**src/rtl/flit_tx.sv**
```systemverilog
// flit_tx: credit-based wormhole flit transmitter for one router output port.
// Forwards legally framed flits to the downstream input buffer one cycle after
// acceptance, tracks free downstream slots with a credit counter, and raises a
// sticky error on framing violations or credit overflow.
module flit_tx #(
  parameter int DATA_WIDTH = 8,
  parameter int RAM_DEPTH  = 4,
  localparam int CW        = $clog2(RAM_DEPTH) + 1
) (
  input  logic                  clk,
  input  logic                  rst,
  input  logic                  in_valid,
  input  logic [DATA_WIDTH-1:0] in_flit,
  output logic                  in_ready,
  input  logic                  credit_in,
  output logic                  out_valid,
  output logic [DATA_WIDTH-1:0] out_flit,
  output logic [CW-1:0]         credits,
  output logic                  busy,
  output logic                  proto_err
);

  // One slot of the downstream RAM is never usable, so max credit is depth-1.
  localparam logic [CW-1:0] CRED_MAX = CW'(RAM_DEPTH - 1);

  localparam logic [1:0] T_BODY = 2'b00;
  localparam logic [1:0] T_HEAD = 2'b01;
  localparam logic [1:0] T_TAIL = 2'b10;
  localparam logic [1:0] T_HT   = 2'b11;

  typedef enum logic {IDLE, ACTIVE} state_t;

  state_t                state_q, state_d;
  logic                  out_valid_q, out_valid_d;
  logic [DATA_WIDTH-1:0] out_flit_q, out_flit_d;
  logic [CW-1:0]         credits_q, credits_d;
  logic                  proto_err_q, proto_err_d;

  logic [1:0] flit_type;
  logic       xfer;
  logic       fwd;
  logic       drop;
  logic       ovf;

  // Outside a packet only packet openers are legal; inside, only continuations.
  function automatic logic legal_flit(input state_t st, input logic [1:0] ft);
    logic ok;
    if (st == IDLE) ok = (ft == T_HEAD) || (ft == T_HT);
    else            ok = (ft == T_BODY) || (ft == T_TAIL);
    return ok;
  endfunction

  // Saturating credit update: a return at full credit is held at the maximum.
  function automatic logic [CW-1:0] credit_next(input logic [CW-1:0] cur,
                                                input logic          take,
                                                input logic          give);
    logic [CW-1:0] nxt;
    nxt = cur;
    case ({take, give})
      2'b10:   nxt = cur - CW'(1);
      2'b01:   nxt = (cur == CRED_MAX) ? cur : cur + CW'(1);
      default: nxt = cur;
    endcase
    return nxt;
  endfunction

  // Handshake and transfer classification.
  always_comb begin
    flit_type = in_flit[DATA_WIDTH-1 -: 2];
    in_ready  = !rst && (credits_q != '0);
    xfer      = in_valid && in_ready;
    fwd       = xfer && legal_flit(state_q, flit_type);
    drop      = xfer && !fwd;
    ovf       = credit_in && !fwd && (credits_q == CRED_MAX);
  end

  // Wormhole lock: next state from the type of the forwarded flit.
  always_comb begin
    state_d = state_q;
    if (fwd) begin
      case (flit_type)
        T_HEAD:  state_d = ACTIVE;
        T_TAIL:  state_d = IDLE;
        default: state_d = state_q;
      endcase
    end
  end

  // FSM outputs.
  always_comb begin
    busy = (state_q == ACTIVE);
  end

  // Link register, credit counter and sticky error next values.
  always_comb begin
    out_valid_d = fwd;
    out_flit_d  = fwd ? in_flit : out_flit_q;
    credits_d   = credit_next(credits_q, fwd, credit_in);
    proto_err_d = proto_err_q || drop || ovf;
  end

  // State register with synchronous reset; reset discards any packet in flight.
  always_ff @(posedge clk) begin
    if (rst) begin
      state_q     <= IDLE;
      out_valid_q <= 1'b0;
      out_flit_q  <= '0;
      credits_q   <= CRED_MAX;
      proto_err_q <= 1'b0;
    end else begin
      state_q     <= state_d;
      out_valid_q <= out_valid_d;
      out_flit_q  <= out_flit_d;
      credits_q   <= credits_d;
      proto_err_q <= proto_err_d;
    end
  end

  assign out_valid = out_valid_q;
  assign out_flit  = out_flit_q;
  assign credits   = credits_q;
  assign proto_err = proto_err_q;

endmodule

```
**config.mk**
```make
export PLATFORM = sky130hd
export DESIGN_NAME = flit_tx
export DESIGN_NICKNAME = d
export VERILOG_FILES = /design/src/rtl/flit_tx.sv
export SDC_FILE = /design/constraint.sdc
export NUM_CORES = 1
export LEC_CHECK = 0
export BUFFER_PORTS_ARGS = -buffer_cell sky130_fd_sc_hd__buf_2
export CAP_MARGIN = 10
export CORE_UTILIZATION = 45
export CTS_CLUSTER_DIAMETER = 200
export DETAILED_ROUTE_END_ITERATION = 10
export GPL_TIMING_DRIVEN = 0
export PLACE_DENSITY_LB_ADDON = 0.1
export SLEW_MARGIN = 20
export SYNTH_ARGS = -nofsm -noshare
export SYNTH_HDL_FRONTEND = slang
export SYNTH_SLANG_ARGS = --single-unit
```
**constraint.sdc**
```tcl
create_clock -name clk -period 3 [get_ports clk]
set_clock_uncertainty 0.2 [all_clocks]
set_input_delay 0.15 -clock clk [delete_from_list [all_inputs] [get_ports clk]]
set_output_delay 0.15 -clock clk [all_outputs]
set_load 0.02 [all_outputs]
```
[Word level (Yosys, flattened, before mapping)]
Index checks and enable logic that the tools add are counted.
Storage, ports and cells
  bits in registers: 14
  latch bits: 0
  bits in writable memories: 0
  memory bits (read-only): 0
  input bits: 12
  output and inout bits: 15
  word-level logic and storage cells: 36
  memories kept: 0
Operators by class
  add/sub/neg operators: 2
  multipliers: 0
  div/mod/pow operators: 0
  $lt $le $gt $ge: 0
  eq/ne operators: 7
  shift-type cells: 0
  mux-type cells: 4
  bitwise gates (word level): 0
  reductions and logical operators: 18
Operator list (count)
  2-bit equality test (second input constant): 3
  1-bit logical AND: 6
  3-bit case mux with 2 select lines: 1
  2-bit by 1-bit equality test with 1-bit output (second input constant): 2
  1-bit logical OR: 4
  2-bit AND reduction: 2
  2-bit nonzero test: 2
  3-bit by 1-bit adder with 3-bit output (second input constant): 1
  3-bit by 2-bit equality test with 1-bit output (second input constant): 1
  3-bit two-way mux: 1
  3-bit nonzero test: 1
  3-bit by 1-bit subtractor with 3-bit output (second input constant): 1
  1-bit logical NOT: 2
  2-bit logical NOT: 1
  2-bit != test (second input constant): 1
  1-bit case mux with 2 select lines: 1
  1-bit two-way mux: 1

[Logic depth before layout (Yosys ltp)]
Gate-level depths: netlist of run 1.
  word-level depth: 8
  depth in mapped cells: 12
  depth with buffers taken out: 10

[Worst setup path after synthesis of run 1]
Ideal clock, no wire load.
  path kind: register -> register
  from: reg credits_q[0] (netlist: credits[0])
  to: reg credits_q[1] (netlist: credits[1])
  library setup time: 0.138 ns
  arrival: 2.240 ns
  required time: 2.662 ns
  setup slack: 0.422 ns
  stages on the path, launching flop included: 11
  buffers on the path: 2
  period minus slack after synthesis: 2.578 ns
  cells stage by stage: dfxtp_1 nor3_1 or4_1 buf_6 buf_2 nand2_1 fa_1 nor2_1 nand3_1 a21oi_1 a311oi_1
On the way
  elaborated cells on any way between the ends: 14
  classes of those cells: add/sub (2); eq/ne (4); mux (2); reduce/logical (6)
RTL lines
  start, declared: RTL line 36  | logic [CW-1:0] credits_q, credits_d;
  start signal, assigned: RTL line 114  | credits_q <= credits_d;
  branches (longest 5 deep; another with 3-bit by 1-bit adder with 3-bit output)
  3-bit case mux with 2 select lines (*): RTL line 59  | case ({take, give})
  via credits_d[1]: RTL line 36
Mark *: on every way through the listed nets, which the timed path passes. The select of a mux whose other input is x is not followed.
A chain may end at the register's enable or synchronous reset.

[Final worst setup path of run 1]
  from: in in_flit[6]
  to: reg credits_q[1] (netlist: credits[1])
On the way
  elaborated cells on any way between the ends: 14
  classes of those cells: eq/ne (6); mux (2); reduce/logical (6)
RTL lines
  start, declared: RTL line 13  | input logic [DATA_WIDTH-1:0] in_flit,
  2-bit by 1-bit equality test with 1-bit output (tied with other cells): RTL line 48  | if (st == IDLE) ok = (ft == T_HEAD) || (ft == T_HT);
  1-bit logical OR (on tied branches): RTL line 48, 49
  1-bit two-way mux (*): RTL line 48
  1-bit logical AND (*): RTL line 72  | fwd = xfer && legal_flit(state_q, flit_type);
  2-bit by 1-bit equality test with 1-bit output / 2-bit equality test (equally long branches): RTL line 59
  3-bit case mux with 2 select lines (*): RTL line 59
  via credits_d[1]: RTL line 36
Mark *: on every way through the listed nets, which the timed path passes. The rest lies on a longest branch.

==> results of run 1 <==
## placed cells by master, fill, tap and decap left out, types with 2 or more instances in the layout
cell / instances
nor2_1: 3
clkbuf_4: 3
inv_1: 5
dfxtp_1: 14
or3_1: 2
dlygate4sd3_1: 8
o21ai_0: 2
a21oi_1: 14
nand3_1: 2
nand3b_1: 2
buf_2: 27
buf_4: 3
ha_1: 3
nand2_1: 16
nor3_1: 3
a311oi_1: 3
or4_1: 2
## state kept, by name (all words and copies together) (netlist names)
register   cells
busy           1
credits        3
out_flit       8
out_valid      1
proto_err      1
## metal layers
| layer | vias up | part of all wire, % |
|---|---|---|
| met2 | 19 | 49 |
| met3 | 5 | 3.1 |
| met1 | 357 | 46 |
| li1 | 385 | - |
| met4 | 0 | 2.5 |
| met5 | - | 0 |
## final cells by class
| type | instances | area (µm²) |
|---|---|---|
| buffer | 6 | 38.8 |
| inverter | 6 | 35.0 |
| clock buffer | 4 | 36.3 |
| sequential | 14 | 280 |
| fill | 131 | 493 |
| tap | 16 | 20.0 |
| multi-input combinational | 63 | 385 |
| timing repair buffer | 35 | 218 |
## report_power, final
part | switching (W) | internal [W] | total, W
logic | 0.0000725 | 0.0000586 | 0.000131
clock network | 0.0000664 | 0.0000740 | 0.000140
registers | 0.0000177 | 0.000201 | 0.000218
## what timing repair did
action,in CTS,in global routing
hold endpoints to repair,8,0
buffers inserted,0,1
hold buffers,8,0
resized for setup,0,4
endpoints found under the setup margin,0,2
## cells in the mapped netlist
library cell   n  area (µm²)
or3_1          2        12.5
a311o_1        1        10.0
buf_4          1        7.51
nand3b_1       2        15.0
clkbuf_1       1        3.75
dfxtp_1       14         280
nor3_1         3        15.0
nand2_1       17        63.8
nor4b_1        1        8.76
nand2b_1       1        6.26
buf_6          1        11.3
a21oi_1       14        70.1
nor4_1         1        6.26
ha_1           4        50.1
nor3b_1        1        7.51
nor2_1         3        11.3
a311oi_1       3        26.3
buf_1          1        3.75
inv_1          5        18.8
or4_1          2        15.0
nor2b_1        1        6.26
fa_1           1        20.0
a21boi_0       1        7.51
clkinv_8       1        16.3
buf_2          2        10.0
nand4b_1       1        8.76
o21ai_0        2        10.0
nand3_1        2        10.0
## critical path: stages
cell           delay, ns
dlygate4sd3_1       0.52
buf_2               0.14
inv_1               0.08
ha_2                0.18
nor3b_1             0.05
or4_1               0.52
buf_6               0.13
buf_4               0.16
nand2_2             0.08
fa_1                0.41
nor2_1              0.11
nand3_1             0.08
a21oi_1             0.17
a311oi_1            0.06
## metrics by stage
| step | cell area, µm² | util [%] | cells |
|---|---|---|---|
| after floorplan | 732 | - | 89 |
| after global placement | 882 | 58.6 | 131 |
| after detailed placement | 882 | 58.6 | 131 |
| after CTS | 998 | 66.3 | 143 |
| final | 1010 | 67.3 | 144 |
| after global routing | 1010 | 67.3 | 144 |
## cell families after synthesis
group,Yosys count
AOI/OAI and AO/OA,21
adders and majority gates,5
and+or+nand+nor,37
buffers and inverters,12
DFF,14
## how the worst max path moves through the flow
stage	end	slack, ns	cells past startpoint	start
floorplan	credits[1]	0.42	10	credits[0]
global placement	credits[1]	0.34	13	in_flit[6]
detailed placement	credits[1]	0.28	13	in_flit[6]
CTS	credits[1]	0.05	14	in_flit[6]
global route	credits[1]	0.003	14	in_flit[6]
finish	credits[1]	0.1	14	in_flit[6]
==> results_dict.tcl, run 1 <==
set metrics [dict create \
    synth_area_um2 732 \
    drv_slew 0 \
    hold_end "busy" \
    grt_pass1_wl_mm 2.80 \
    yosys_warnings 0 \
    final_hold_viol_count 0 \
    holdPathStages 3 \
    reg2reg_setup_slack_ns 0.42 \
    firstDrtPassIters 5 \
    dieArea_um2 1790 \
    worstReg2RegStart "credits[0]" \
    die_y_um 42.3 \
    fin_crit_ns 2.90 \
    endpoint_kind "register" \
    globalRouteMet3Util_pct 5.17 \
    grt_pass1_vias 631 \
    wire_per_inst_um 11.6 \
    synthSimpleGateAreaFrac_pct 25.5 \
    synth_fa_ha_area_share_pct 9.57 \
    worstMarginPinSlew_ns 0.426 \
    pin_count 27 \
    pwr_density_cell_nw_per_um2 483 \
    synth_top_family_by_area "simple AND/OR/NAND/NOR gates" \
    fmax_mhz 344 \
    synth_area_per_cell_um2 8.22 \
    critPathRequiredTime_ns 2.96 \
    start_util_pct 48.6 \
    dp_slack_ns 0.279 \
    cts_tree "built" \
    drtAntennaViolNets 0 \
    ys_seq_area_share_pct 38.3 \
    cts_buffers 3 \
    die_w_um 42.3 \
    layout-drive-gt1-share_pct 29.7 \
    vias 766 \
    ys_types 28 \
    critPathKind "input port to register" \
    critPathMaxFanout 10 \
    avgViaCountPerCell 5.32 \
    drt_iter0_drc 12 \
    htree_levels 1 \
    synth_compound_area_share_pct 16.9 \
    r2r-end "credits[1]" \
    clkSlewWorstSetupHoldPaths_ns 0.09 \
    cts.sink_count 14 \
    hold_path.class "input port to register" \
    place_hpwl_mm 1.12 \
    synthesis.instances 89 \
    slew_headroom_pct 71.6 \
    grt_max_degree 11 \
    clk_path_buf_depth 2 \
    status "complete, no violations" \
    antenna_cells 0 \
    setup_slack_ns 0.0957 \
    nets 146 \
    worstRegToRegCells 10 \
    fin_tns_setup_ns 0 \
    worst_setup_path_start_kind "input port" \
    grt_util_met1_pct 25.4 \
    min_from "rst" \
    rsz0062_at_grt "no" \
    min_period_over_period_pct 96.8 \
    worst_ir_drop_vdd_v 0.000341 \
    io_buffers 26 \
    synth-seq-cells 14 \
    met2_usage_pct 34.2 \
    setup_violations 0 \
    antenna_found_initial 0 \
    cap_violations 0 \
    routed_wl_mm 1.67 \
    p_leak_nw 0.453 \
    area_growth_syn_to_layout_pct 38.5 \
    core_area_um2 1510 \
    synth_nets 106 \
    total_power_w 0.000490 \
    synthXorXnorAreaFrac_pct 0 \
    synthMuxAreaShare_pct 0 \
    grt.overflow.total 0 \
    cts_root_buffer "clkbuf_4" \
    arrival_ns 2.86 \
    drc 0 \
    grt_use_total_pct 21.0 \
    holdWs_ns 0.0515 \
    top_usage_layer "met2" \
    num_rows 14 \
    clock_latency_ns 0.29 \
    gp_congestion 0.757 \
]
Power figures use the tool's default switching activity.
==> run 2, diff against run 1 <==
PLACE_DENSITY = 0.73   (was not set)
PLACE_DENSITY_LB_ADDON = not set   (was 0.1)
==> run 2 against run 1 <==
Total power grew 0.50%. Sequential power about the same. Clock power about the same. Routed wire length increased by 0.42%. Cell count is 0.69% higher. First-iteration DRC count grew 8.3%. Maximum frequency up 0.98%. Hold slack gained 0.0098 ns. Flip-flop and latch count unchanged. Critical path type unchanged.
==> results_dict.tcl, run 2 (same netlist as run 1, synthesis figures left out) <==
set metrics [dict create \
    drtAntennaViolNets 0 \
    firstDrtPassIters 4 \
    fillerInstances 125 \
    slew_headroom_pct 70.9 \
    layout-drive-gt1-share_pct 30.2 \
    cp-endpoint "credits[1]" \
    core_area_um2 1510 \
    antenna_found_initial 0 \
    fmax_mhz 348 \
    drc 0 \
    grt_use_total_pct 19.0 \
    layout_common_cells "27 x buf_2, 16 x nand2_1, 14 x dfxtp_1" \
    multiInputGateArea_um2 387 \
    worstSetupStartpoint "in_flit[6]" \
    io_buffers 26 \
    worstRegToRegCells 10 \
    die_w_um 42.3 \
    avgViaCountPerCell 5.21 \
    reg2reg_setup_slack_ns 0.45 \
    num_rows 14 \
    arrival_ns 2.83 \
    cts_buffers 3 \
    clock_latency_ns 0.28 \
    final_hold_viol_count 0 \
    hold_path.class "input port to register" \
    fin_crit_ns 2.88 \
    clkSlewWorstSetupHoldPaths_ns 0.09 \
    largest_register_ffs 8 \
    die_y_um 42.3 \
    gp_congestion 0.819 \
    critPathMaxFanout 10 \
    cts.sink_count 14 \
    htree_levels 1 \
    fin_tns_setup_ns 0 \
    grt_max_degree 11 \
    cap_violations 0 \
    status "complete, no violations" \
    rsz0062_at_grt "no" \
    worstReg2RegStart "credits[0]" \
    seq_area_um2 280 \
    cts_tree "built" \
    dp_slack_ns 0.303 \
    critPathRequiredTime_ns 2.95 \
    drv_slew 0 \
    drt_iter0_drc 13 \
    nets 147 \
    wire_per_inst_um 11.6 \
    grt.overflow.total 0 \
    setup_violations 0 \
    grt_pass1_vias 648 \
    routed_wl_mm 1.68 \
    pwr_density_cell_nw_per_um2 482 \
    r2r-end "credits[1]" \
    holdWs_ns 0.0613 \
    dieArea_um2 1790 \
    setup_slack_ns 0.124 \
    layout_commonest_cell "buf_2" \
    start_util_pct 48.6 \
    endpoint_kind "register" \
    final_cells 145 \
    clk_path_buf_depth 2 \
    min_period_over_period_pct 95.9 \
    p_leak_nw 0.459 \
    worst_setup_path_start_kind "input port" \
    area_growth_syn_to_layout_pct 39.7 \
    pin_count 27 \
    worst_ir_drop_vdd_v 0.000235 \
    dp_cells 131 \
    vias 755 \
    total_power_w 0.000492 \
    place_hpwl_mm 1.10 \
    cts_root_buffer "clkbuf_4" \
    grt_pass1_wl_mm 2.67 \
    critPathKind "input port to register" \
    worstMarginPinSlew_ns 0.437 \
    antenna_cells 0 \
]
[run 2: cell types whose count changed in the layout (fill, tap and decap cells not counted), sizes merged]
cell and delta:
buf +1
[run 2: critical path, stage by stage]
cell	delay (ns)
dlygate4sd3_1	0.53
buf_2	0.14
inv_1	0.07
ha_1	0.17
nor3b_1	0.05
or4_1	0.51
buf_6	0.14
buf_4	0.16
nand2_2	0.08
fa_1	0.41
nor2_1	0.10
nand3_1	0.10
a21oi_2	0.16
a311oi_1	0.05
[run 2: worst min-delay path by stage]
stage	start	cells after the start	to	slack (ns)
2_1_floorplan	in_flit[0]	2	out_flit[0]	0.09
5_1_grt	rst	3	busy	0.08
3_5_place_dp	in_flit[3]	3	out_flit[3]	0.20
4_1_cts	rst	3	busy	0.06
6_report	rst	3	busy	0.06
3_3_place_gp	in_flit[5]	3	out_flit[5]	0.19
[run 2: repair_timing]
item                                   in CTS  in global routing
buffers inserted                            0                  2
setup endpoints to repair                   0                  2
endpoints found under the hold margin       8                  0
hold buffers                                8                  0
resized for setup                           0                  4
[run 2: power by group]
part	internal, W	switching, W	total, W	leakage, nW
sequential	0.000201	0.0000177	0.000219	0.114
clock	0.0000737	0.0000671	0.000141	0.0210
combinational	0.0000598	0.0000733	0.000133	0.324
total	0.000334	0.000158	0.000492	0.459
[run 2: layer usage]
layer	vias to the layer above	track usage, %	part of all wire (%)
met4	0	5.63	0.54
met2	16	32.6	49
li1	388	-	-
met3	2	3.88	3.8
met1	349	23.9	46
met5	-	0	0
[run 2: area by class of cell]
cell class | instances | area share [%]
multi-input combinational | 63 | 37.8
sequential | 14 | 27.4
timing repair buffer | 36 | 22.0
buffer | 6 | 3.79
clock buffer | 4 | 3.55
inverter | 6 | 3.43
tap | 16 | 1.96
[run 2: through the flow]
step | utilization, % | area, µm²
floorplan | - | 732
global placement | 58.6 | 882
detailed placement | 58.6 | 882
CTS | 66.3 | 998
global route | 67.9 | 1020
finish | 67.9 | 1020
